`config.mk`:
```
export PLATFORM = sky130hd
export DESIGN_NAME = encoder_tracker
export DESIGN_NICKNAME = d
export VERILOG_FILES = /design/src/rtl/encoder_pkg.sv /design/src/rtl/encoder_input_filter.sv /design/src/rtl/encoder_tracker.sv
export SDC_FILE = /design/constraint.sdc
export NUM_CORES = 1
export LEC_CHECK = 0
export BUFFER_PORTS_ARGS = -buffer_cell sky130_fd_sc_hd__buf_2
export CORE_ASPECT_RATIO = 0.9
export CORE_MARGIN = 2
export CORE_UTILIZATION = 50
export DETAILED_ROUTE_END_ITERATION = 7
export PLACE_DENSITY = 0.8
export SYNTH_ARGS = -nofsm -noshare
export SYNTH_HDL_FRONTEND = slang
export SYNTH_SLANG_ARGS = --single-unit
```
`constraint.sdc`:
```
create_clock -name i_clk -period 10.5 [get_ports i_clk]
set_input_delay 0.525 -clock i_clk [delete_from_list [all_inputs] [get_ports i_clk]]
set_output_delay 0.525 -clock i_clk [all_outputs]
set_load 0.05 [all_outputs]
```
`src/rtl/encoder_pkg.sv`:
```
// Shared types and constants for the code-disc encoder tracker.
// Holds the tracker state encoding, edge-mode codes and the Q2 ratio scale.
package encoder_pkg;

  typedef enum logic [1:0] {
    IDLE   = 2'd0,
    SEEK   = 2'd1,
    TRACK  = 2'd2,
    LOCKED = 2'd3
  } state_e;

  localparam logic [1:0] EDGE_RISE     = 2'd0;
  localparam logic [1:0] EDGE_FALL     = 2'd1;
  localparam logic [1:0] EDGE_BOTH     = 2'd2;
  localparam logic [1:0] EDGE_RISE_ALT = 2'd3;

  // The gap ratio is expressed in quarters, so the current period is scaled by 4.
  localparam int Q2_SCALE = 4;

  function automatic bit addr_w_ok(input int tooth_num, input int addr_w);
    return (tooth_num >= 1) && ((64'd1 << addr_w) >= 64'(tooth_num));
  endfunction

endpackage

```
`src/rtl/encoder_input_filter.sv`:
```
// Front end for the opto code-disc input: 2-FF synchroniser, stability filter
// with calibration bypass, and edge-mode selection producing a one-cycle pulse.
module encoder_input_filter
  import encoder_pkg::*;
#(
  parameter int FILTER_CYC = 8
) (
  input  logic       i_clk,
  input  logic       i_rst,
  input  logic       i_sig,
  input  logic [1:0] i_edge_mode,
  input  logic       i_cal_mode,
  output logic       o_edge
);

  localparam int CNT_W = $clog2(FILTER_CYC + 1);

  logic             sync1_q, sync1_d;
  logic             sync2_q, sync2_d;
  logic             filt_q, filt_d;
  logic             lvl_prev_q, lvl_prev_d;
  logic             edge_q, edge_d;
  logic [CNT_W-1:0] stab_cnt_q, stab_cnt_d;
  logic             lvl, rise, fall;

  always_comb begin
    sync1_d    = i_sig;
    sync2_d    = sync1_q;
    filt_d     = filt_q;
    stab_cnt_d = '0;
    // In calibration the filter just follows the synchroniser so leaving
    // bypass does not create a phantom edge.
    if (i_cal_mode) begin
      filt_d = sync2_q;
    end else if (sync2_q != filt_q) begin
      if (stab_cnt_q == CNT_W'(FILTER_CYC - 1)) begin
        filt_d = sync2_q;
      end else begin
        stab_cnt_d = stab_cnt_q + CNT_W'(1);
      end
    end

    lvl        = i_cal_mode ? sync2_q : filt_q;
    rise       = lvl & ~lvl_prev_q;
    fall       = ~lvl & lvl_prev_q;
    lvl_prev_d = lvl;

    edge_d = 1'b0;
    case (i_edge_mode)
      EDGE_RISE, EDGE_RISE_ALT: edge_d = rise;
      EDGE_FALL:                edge_d = fall;
      EDGE_BOTH:                edge_d = rise | fall;
      default:                  edge_d = rise;
    endcase
  end

  always_ff @(posedge i_clk) begin
    if (i_rst) begin
      sync1_q    <= 1'b0;
      sync2_q    <= 1'b0;
      filt_q     <= 1'b0;
      lvl_prev_q <= 1'b0;
      edge_q     <= 1'b0;
      stab_cnt_q <= '0;
    end else begin
      sync1_q    <= sync1_d;
      sync2_q    <= sync2_d;
      filt_q     <= filt_d;
      lvl_prev_q <= lvl_prev_d;
      edge_q     <= edge_d;
      stab_cnt_q <= stab_cnt_d;
    end
  end

  assign o_edge = edge_q;

endmodule

```
`src/rtl/encoder_tracker.sv`:
```
// Code-disc tracker: tooth period measurement, missing-tooth zero detection,
// tooth index tracking with lock/loss supervision and per-tooth RAM writes.
module encoder_tracker
  import encoder_pkg::*;
#(
  parameter int TOOTH_NUM     = 100,
  parameter int ADDR_W        = 7,
  parameter int PERIOD_W      = 24,
  parameter int FILTER_CYC    = 8,
  parameter int ZERO_RATIO_Q2 = 6,
  parameter int TIMEOUT_CYC   = 2_000_000,
  parameter int LOCK_REVS     = 2
) (
  input  logic                i_clk,
  input  logic                i_rst,
  input  logic                i_code_sigin,
  input  logic [1:0]          i_edge_mode,
  input  logic                i_cal_mode,
  input  logic                i_motor_state,
  output logic [ADDR_W-1:0]   o_code_wraddr,
  output logic [31:0]         o_code_wrdata,
  output logic                o_code_wren,
  output logic                o_zero_sign,
  output logic                o_tooth_edge,
  output logic [ADDR_W-1:0]   o_tooth_idx,
  output logic [PERIOD_W-1:0] o_tooth_phase,
  output logic                o_locked,
  output logic [7:0]          o_err_cnt
);

  localparam int CMP_W = PERIOD_W + 3;

  if (!addr_w_ok(TOOTH_NUM, ADDR_W)) begin : g_bad_addr_w
    $error("encoder_tracker: ADDR_W cannot index TOOTH_NUM teeth");
  end

  state_e              state_q, state_d;
  logic [PERIOD_W-1:0] cnt_q, cnt_d;
  logic [PERIOD_W-1:0] period_prev_q, period_prev_d;
  logic                prev_valid_q, prev_valid_d;
  logic [ADDR_W-1:0]   idx_q, idx_d;
  logic [ADDR_W-1:0]   wraddr_q, wraddr_d;
  logic [31:0]         wrdata_q, wrdata_d;
  logic [7:0]          revs_q, revs_d;
  logic [7:0]          err_q, err_d;
  logic                zero_q, zero_d;
  logic                wren_q, wren_d;
  logic                qedge, abort, take, gap, last_tooth;
  logic [7:0]          revs_inc;
  logic [CMP_W-1:0]    cur_scaled, prev_scaled;

  encoder_input_filter #(
    .FILTER_CYC(FILTER_CYC)
  ) u_filter (
    .i_clk      (i_clk),
    .i_rst      (i_rst),
    .i_sig      (i_code_sigin),
    .i_edge_mode(i_edge_mode),
    .i_cal_mode (i_cal_mode),
    .o_edge     (qedge)
  );

  always_comb begin
    abort       = !i_motor_state || (cnt_q >= PERIOD_W'(TIMEOUT_CYC));
    take        = qedge && !abort;
    cur_scaled  = CMP_W'(cnt_q) * CMP_W'(Q2_SCALE);
    prev_scaled = CMP_W'(period_prev_q) * CMP_W'(ZERO_RATIO_Q2);
    gap         = prev_valid_q && (cur_scaled > prev_scaled);
    last_tooth  = (idx_q == ADDR_W'(TOOTH_NUM - 1));
    revs_inc    = revs_q + 8'd1;

    // The counter measures the signal itself, so it restarts on every edge
    // even when the tracker is dropping that edge.
    cnt_d         = qedge ? PERIOD_W'(1) : ((&cnt_q) ? cnt_q : cnt_q + PERIOD_W'(1));
    period_prev_d = qedge ? cnt_q : period_prev_q;

    state_d      = state_q;
    idx_d        = idx_q;
    revs_d       = revs_q;
    err_d        = err_q;
    prev_valid_d = prev_valid_q;
    zero_d       = 1'b0;
    wren_d       = 1'b0;
    wraddr_d     = wraddr_q;
    wrdata_d     = wrdata_q;

    if (abort) begin
      state_d      = IDLE;
      idx_d        = '0;
      prev_valid_d = 1'b0;
    end else if (take) begin
      prev_valid_d = (state_q != IDLE);
      case (state_q)
        IDLE: begin
          state_d = SEEK;
          idx_d   = '0;
        end
        SEEK: begin
          idx_d = '0;
          if (gap) begin
            zero_d  = 1'b1;
            revs_d  = 8'd0;
            state_d = TRACK;
          end
        end
        TRACK, LOCKED: begin
          if (gap && last_tooth) begin
            wren_d   = 1'b1;
            wraddr_d = idx_q;
            wrdata_d = 32'(cnt_q);
            idx_d    = '0;
            zero_d   = 1'b1;
            if (state_q == TRACK) begin
              revs_d = revs_inc;
              if (revs_inc >= 8'(LOCK_REVS)) state_d = LOCKED;
            end
          end else if (gap || last_tooth) begin
            // Zero mark out of place: distrust the index and search again.
            err_d   = (err_q == 8'hFF) ? err_q : err_q + 8'd1;
            idx_d   = '0;
            state_d = SEEK;
          end else begin
            wren_d   = 1'b1;
            wraddr_d = idx_q;
            wrdata_d = 32'(cnt_q);
            idx_d    = idx_q + ADDR_W'(1);
          end
        end
        default: state_d = IDLE;
      endcase
    end
  end

  always_ff @(posedge i_clk) begin
    if (i_rst) begin
      state_q       <= IDLE;
      cnt_q         <= '0;
      period_prev_q <= '0;
      prev_valid_q  <= 1'b0;
      idx_q         <= '0;
      revs_q        <= '0;
      err_q         <= '0;
      zero_q        <= 1'b0;
      wren_q        <= 1'b0;
      wraddr_q      <= '0;
      wrdata_q      <= '0;
    end else begin
      state_q       <= state_d;
      cnt_q         <= cnt_d;
      period_prev_q <= period_prev_d;
      prev_valid_q  <= prev_valid_d;
      idx_q         <= idx_d;
      revs_q        <= revs_d;
      err_q         <= err_d;
      zero_q        <= zero_d;
      wren_q        <= wren_d;
      wraddr_q      <= wraddr_d;
      wrdata_q      <= wrdata_d;
    end
  end

  assign o_code_wraddr = wraddr_q;
  assign o_code_wrdata = wrdata_q;
  assign o_code_wren   = wren_q;
  assign o_zero_sign   = zero_q;
  assign o_tooth_edge  = qedge;
  assign o_tooth_idx   = idx_q;
  assign o_tooth_phase = cnt_q;
  assign o_locked      = (state_q == LOCKED);
  assign o_err_cnt     = err_q;

endmodule
```
==> metrics.sh <==
CLOCKBUFFERDEPTH=2
TOTALNEGATIVESETUPSLACK_PS=0
POSTCTSSETUPREPAIRBUFS=0
ROUTED-WL-MET3_MICRONS=999
SYNTH-EDFF-COUNT=0
CP_ARRIVAL_PS=6170
GRT_PASS1_VIAS=5249
VIAS=5773
WORST_CASE_CLOCK_SKEW_PS=9.28
CELLPOWERDENSITY_nW_PER_UM2=136
POSTCTSHOLDBUFS=0
ROUTEDLENGTHMET1_MM=7.19
WORST-SLEW-PIN-TRANSITION_PS=1200
LAYOUT.CELLS.MOST_COMMON_LIST='sky130_fd_sc_hd__dfxtp_1 (115), sky130_fd_sc_hd__nand2_1 (95), sky130_fd_sc_hd__nor2_1 (86)'
VIAS_PER_CELL=5.68
FINAL-MAX-SLEW-VIOLATION-COUNT=0
HTREE_NUM_LEVELS=4
GLOBALPLACE.CONGESTION=0.847
SYN_TO_FINAL_GROWTH_PCT=15.9
DESIGN_POWER_TOTAL_uW=1050
CTS.SINKS=116
TRACK_USAGE_PCT=22.2
SYNTHESIS.YOSYS.WARNINGS=0
SLEW_HEADROOM_PCT=20.0
PORTBUFFERS=80
DP_HPWL_MM=10.8
GLOBALROUTE.TOTALOVERFLOW=0
P_LEAK_uW=0.00334
MAXUSEDROUTINGLAYER='met4'
CTS.ROOT.BUFFER_CELL='sky130_fd_sc_hd__clkbuf_16'
FP.DIEW_MICRONS=126
DIE_FOOTPRINT_SQ_UM=14200
RUN_STATUS='complete, no violations'
LARGEST_VDD_SUPPLY_DROP_V=0.000122
NNETSFINAL=908
AVGSYNTHCELLAREA_SQ_UM=8.66
CRIT_FANOUT=31
MIN-DELAY-PATH-CLASS='in -> reg'
GRT_PASS1_WL_MM=25.8
NUMCTSBUFFERS=17
INITIAL_UTILIZATION_PCT=51.8
ENDPOINT_KIND='flip-flop'
PERIOD_SHARE_PCT=55.5
CTS_TREE='done'
FINAL.SETUP.WORST_SLACK_PS=4670
FINAL_HOLD_VIOL_COUNT=0
CELL_COUNT_AFTER_SYNTHESIS=768
CRITICAL-PATH-MAX-STAGE-DELAY_PS=920
FINALSETUPVIOLCOUNT=0
MAXIMUM_NUMBER_OF_PINS_ON_ONE_NET_BEFORE_GLOBAL_ROUTE_REPAIR=89
DRT.ANTENNA.VIOLATING_NETS=0
TIMING.FMAX_MHz=172
DIE_Y_MICRONS=113
CTS-RESIZED-GATES=0
SYNTHDISTINCTLIBCELLS=66
SEQ_AREA_FRAC_SYNTH_PCT=34.9
RSZ0062_AT_GRT='false'
FINALWORSTPATHREQUIREDPERIOD_PS=5830
PLACE_INST=984
FINAL_CELL_COUNT_NO_FILL=1016
CRITICAL_PATH.CELL_CHAIN='ha_1 > fa_1 > nand3_1 > a21boi_4 > o41ai_4 > a211oi_2 > a41oi_4 > nand2_1 > a21oi_1 > xnor2_1 > ha_1 > nand2_1 > or3_1 > a211o_1 > o211ai_1 > a311o_1 > o211ai_1 > ha_1 > nor2_2 > nand2_1 > a21oi_1'
ANTENNA_FOUND_INITIAL=0
ANTENNADIODECOUNT=0
CP_DATA_REQUIRED_TIME_PS=10840
WORST_SETUP_HOLD_PATH_CLK_SLEW_PS=60
DRIVE_ABOVE_1_SHARE_PCT=16.1
CPMAXSTAGEDELAYCELL='sky130_fd_sc_hd__nor2_2'
YOSYS_REGISTER_BITS=116
SYNTH-ASYNC-RESET-RATIO_PCT=0
IO_PINS=89
CRITICALPATHCATEGORY='reg -> reg'
STD_CELL_CORE_AREA_SQ_UM=12800
ROUTE.MET2.WL_MM=6.79
NUM_ROWS=39
MAX_CAP_VIOLATIONS=0
CRITPATHLAUNCHTYPE='flip-flop'
WORST_SKEW_PAIR.LATE_LATENCY_PS=430
PLACEMENT.SETUP.WORST_SLACK_PS=4660
ROUTED_WIRELENGTH_MM=15.3
POST-ROUTE-DRC-COUNT=0
SYN-CELL-AREA_SQ_UM=6650
DRT_ITER0_DRC=428
SYNTH_FLOP_CELL='sky130_fd_sc_hd__dfxtp_1'
ROUTED_WIRE_LENGTH_PER_INSTANCE_MICRONS=15.1
FIRSTDRTPASSITERS=5
FINAL_COMMON_CELL='sky130_fd_sc_hd__dfxtp_1'
routing by layer:
layer / GRT usage (%) / vias up
met5: 0 / -
met4: 8.74 / 0
met3: 5.39 / 33
met2: 34.1 / 178
met1: 30.3 / 2720
li1: - / 2842
worst max-delay path, delay by kind of cell (launching register included):
kind / cells / cell delay (ps)
AND/OR/NAND/NOR: 6 / 1770
XOR/XNOR: 1 / 80
adder cells (fa/ha/maj): 4 / 1300
flip-flops: 1 / 370
AO/OA/AOI/OAI: 10 / 2210
registers in the layout (all words and copies together), names as in the netlist, 2 cells and up:
name,cells
o_code_wraddr,7
o_code_wrdata,24
o_err_cnt,8
o_tooth_idx,7
o_tooth_phase,24
period_prev_q,24
revs_q,8
state_q,2
u_filter.stab_cnt_q,4
logic make-up (layout without fill, tap and decap cells):
| logic type | count (synthesis) | count (layout) | synth area share (%) |
|---|---|---|---|
| and+or+nand+nor | 307 | 307 | 22.7 |
| AOI/OAI and AO/OA | 139 | 139 | 14.8 |
| DFF | 116 | 116 | 34.9 |
| adders and majority gates | 62 | 62 | 11.8 |
| xor gates and xnor gates | 58 | 58 | 7.64 |
| buffers and inverters | 56 | 133 | 3.73 |
| muxes | 29 | 29 | 4.37 |
| other | 1 | 8 | 0.0564 |
synth_stat cells (6+ instances only):
| cell | instances | share of area [%] |
|---|---|---|
| sky130_fd_sc_hd__a21o_1 | 15 | 1.7 |
| sky130_fd_sc_hd__a21oi_1 | 56 | 4.2 |
| sky130_fd_sc_hd__a31oi_1 | 8 | 0.75 |
| sky130_fd_sc_hd__and3_1 | 14 | 1.3 |
| sky130_fd_sc_hd__buf_2 | 6 | 0.45 |
| sky130_fd_sc_hd__buf_4 | 8 | 0.90 |
| sky130_fd_sc_hd__clkbuf_1 | 19 | 1.1 |
| sky130_fd_sc_hd__dfxtp_1 | 116 | 35 |
| sky130_fd_sc_hd__ha_1 | 61 | 11 |
| sky130_fd_sc_hd__inv_1 | 19 | 1.1 |
| sky130_fd_sc_hd__mux2i_1 | 29 | 4.4 |
| sky130_fd_sc_hd__nand2_1 | 95 | 5.4 |
| sky130_fd_sc_hd__nand2b_1 | 6 | 0.56 |
| sky130_fd_sc_hd__nand3_1 | 27 | 2.0 |
| sky130_fd_sc_hd__nand4_1 | 17 | 1.6 |
| sky130_fd_sc_hd__nor2_1 | 87 | 4.9 |
| sky130_fd_sc_hd__nor3_1 | 7 | 0.53 |
| sky130_fd_sc_hd__o211ai_1 | 6 | 0.68 |
| sky130_fd_sc_hd__o21ai_0 | 13 | 0.98 |
| sky130_fd_sc_hd__or2_2 | 6 | 0.56 |
| sky130_fd_sc_hd__xnor2_1 | 22 | 2.9 |
| sky130_fd_sc_hd__xor2_1 | 36 | 4.7 |
power breakdown:
part / total (uW) / switching (uW) / internal (uW)
clock: 562 / 216 / 347
combinational: 36.0 / 26.1 / 9.89
sequential: 447 / 4.50 / 442
layout make-up:
type | count | area (sq um)
well taps | 164 | 205
repair buffers | 82 | 415
flip-flops and latches | 116 | 2320
clock buffers | 20 | 467
inverters | 19 | 71.3
clock inverters | 12 | 118
fillers | 1103 | 5120
multi-input cells | 603 | 4110
stage by stage:
stage               area [sq um]  hold WS (ps)  utilization, %
global placement            7120           427            55.5
floorplan                   6680           414               -
detailed placement          7120           429            55.5
finish                      7710           315            60.1
CTS                         7710           312            60.1
global route                7710           353            60.1
path summary, 6_finish.rpt:
kind | start | endpoint | slack (ps) | cells past startpoint
max reg2reg | period_prev_q[1] | o_code_wraddr[2] | 4670 | 21
min | i_code_sigin | u_filter.sync1_q | 310 | 2
min reg2reg | u_filter.sync1_q | u_filter.sync2_q | 440 | 1
max | period_prev_q[1] | o_code_wraddr[2] | 4670 | 21
(Power assumes the default switching activity.)
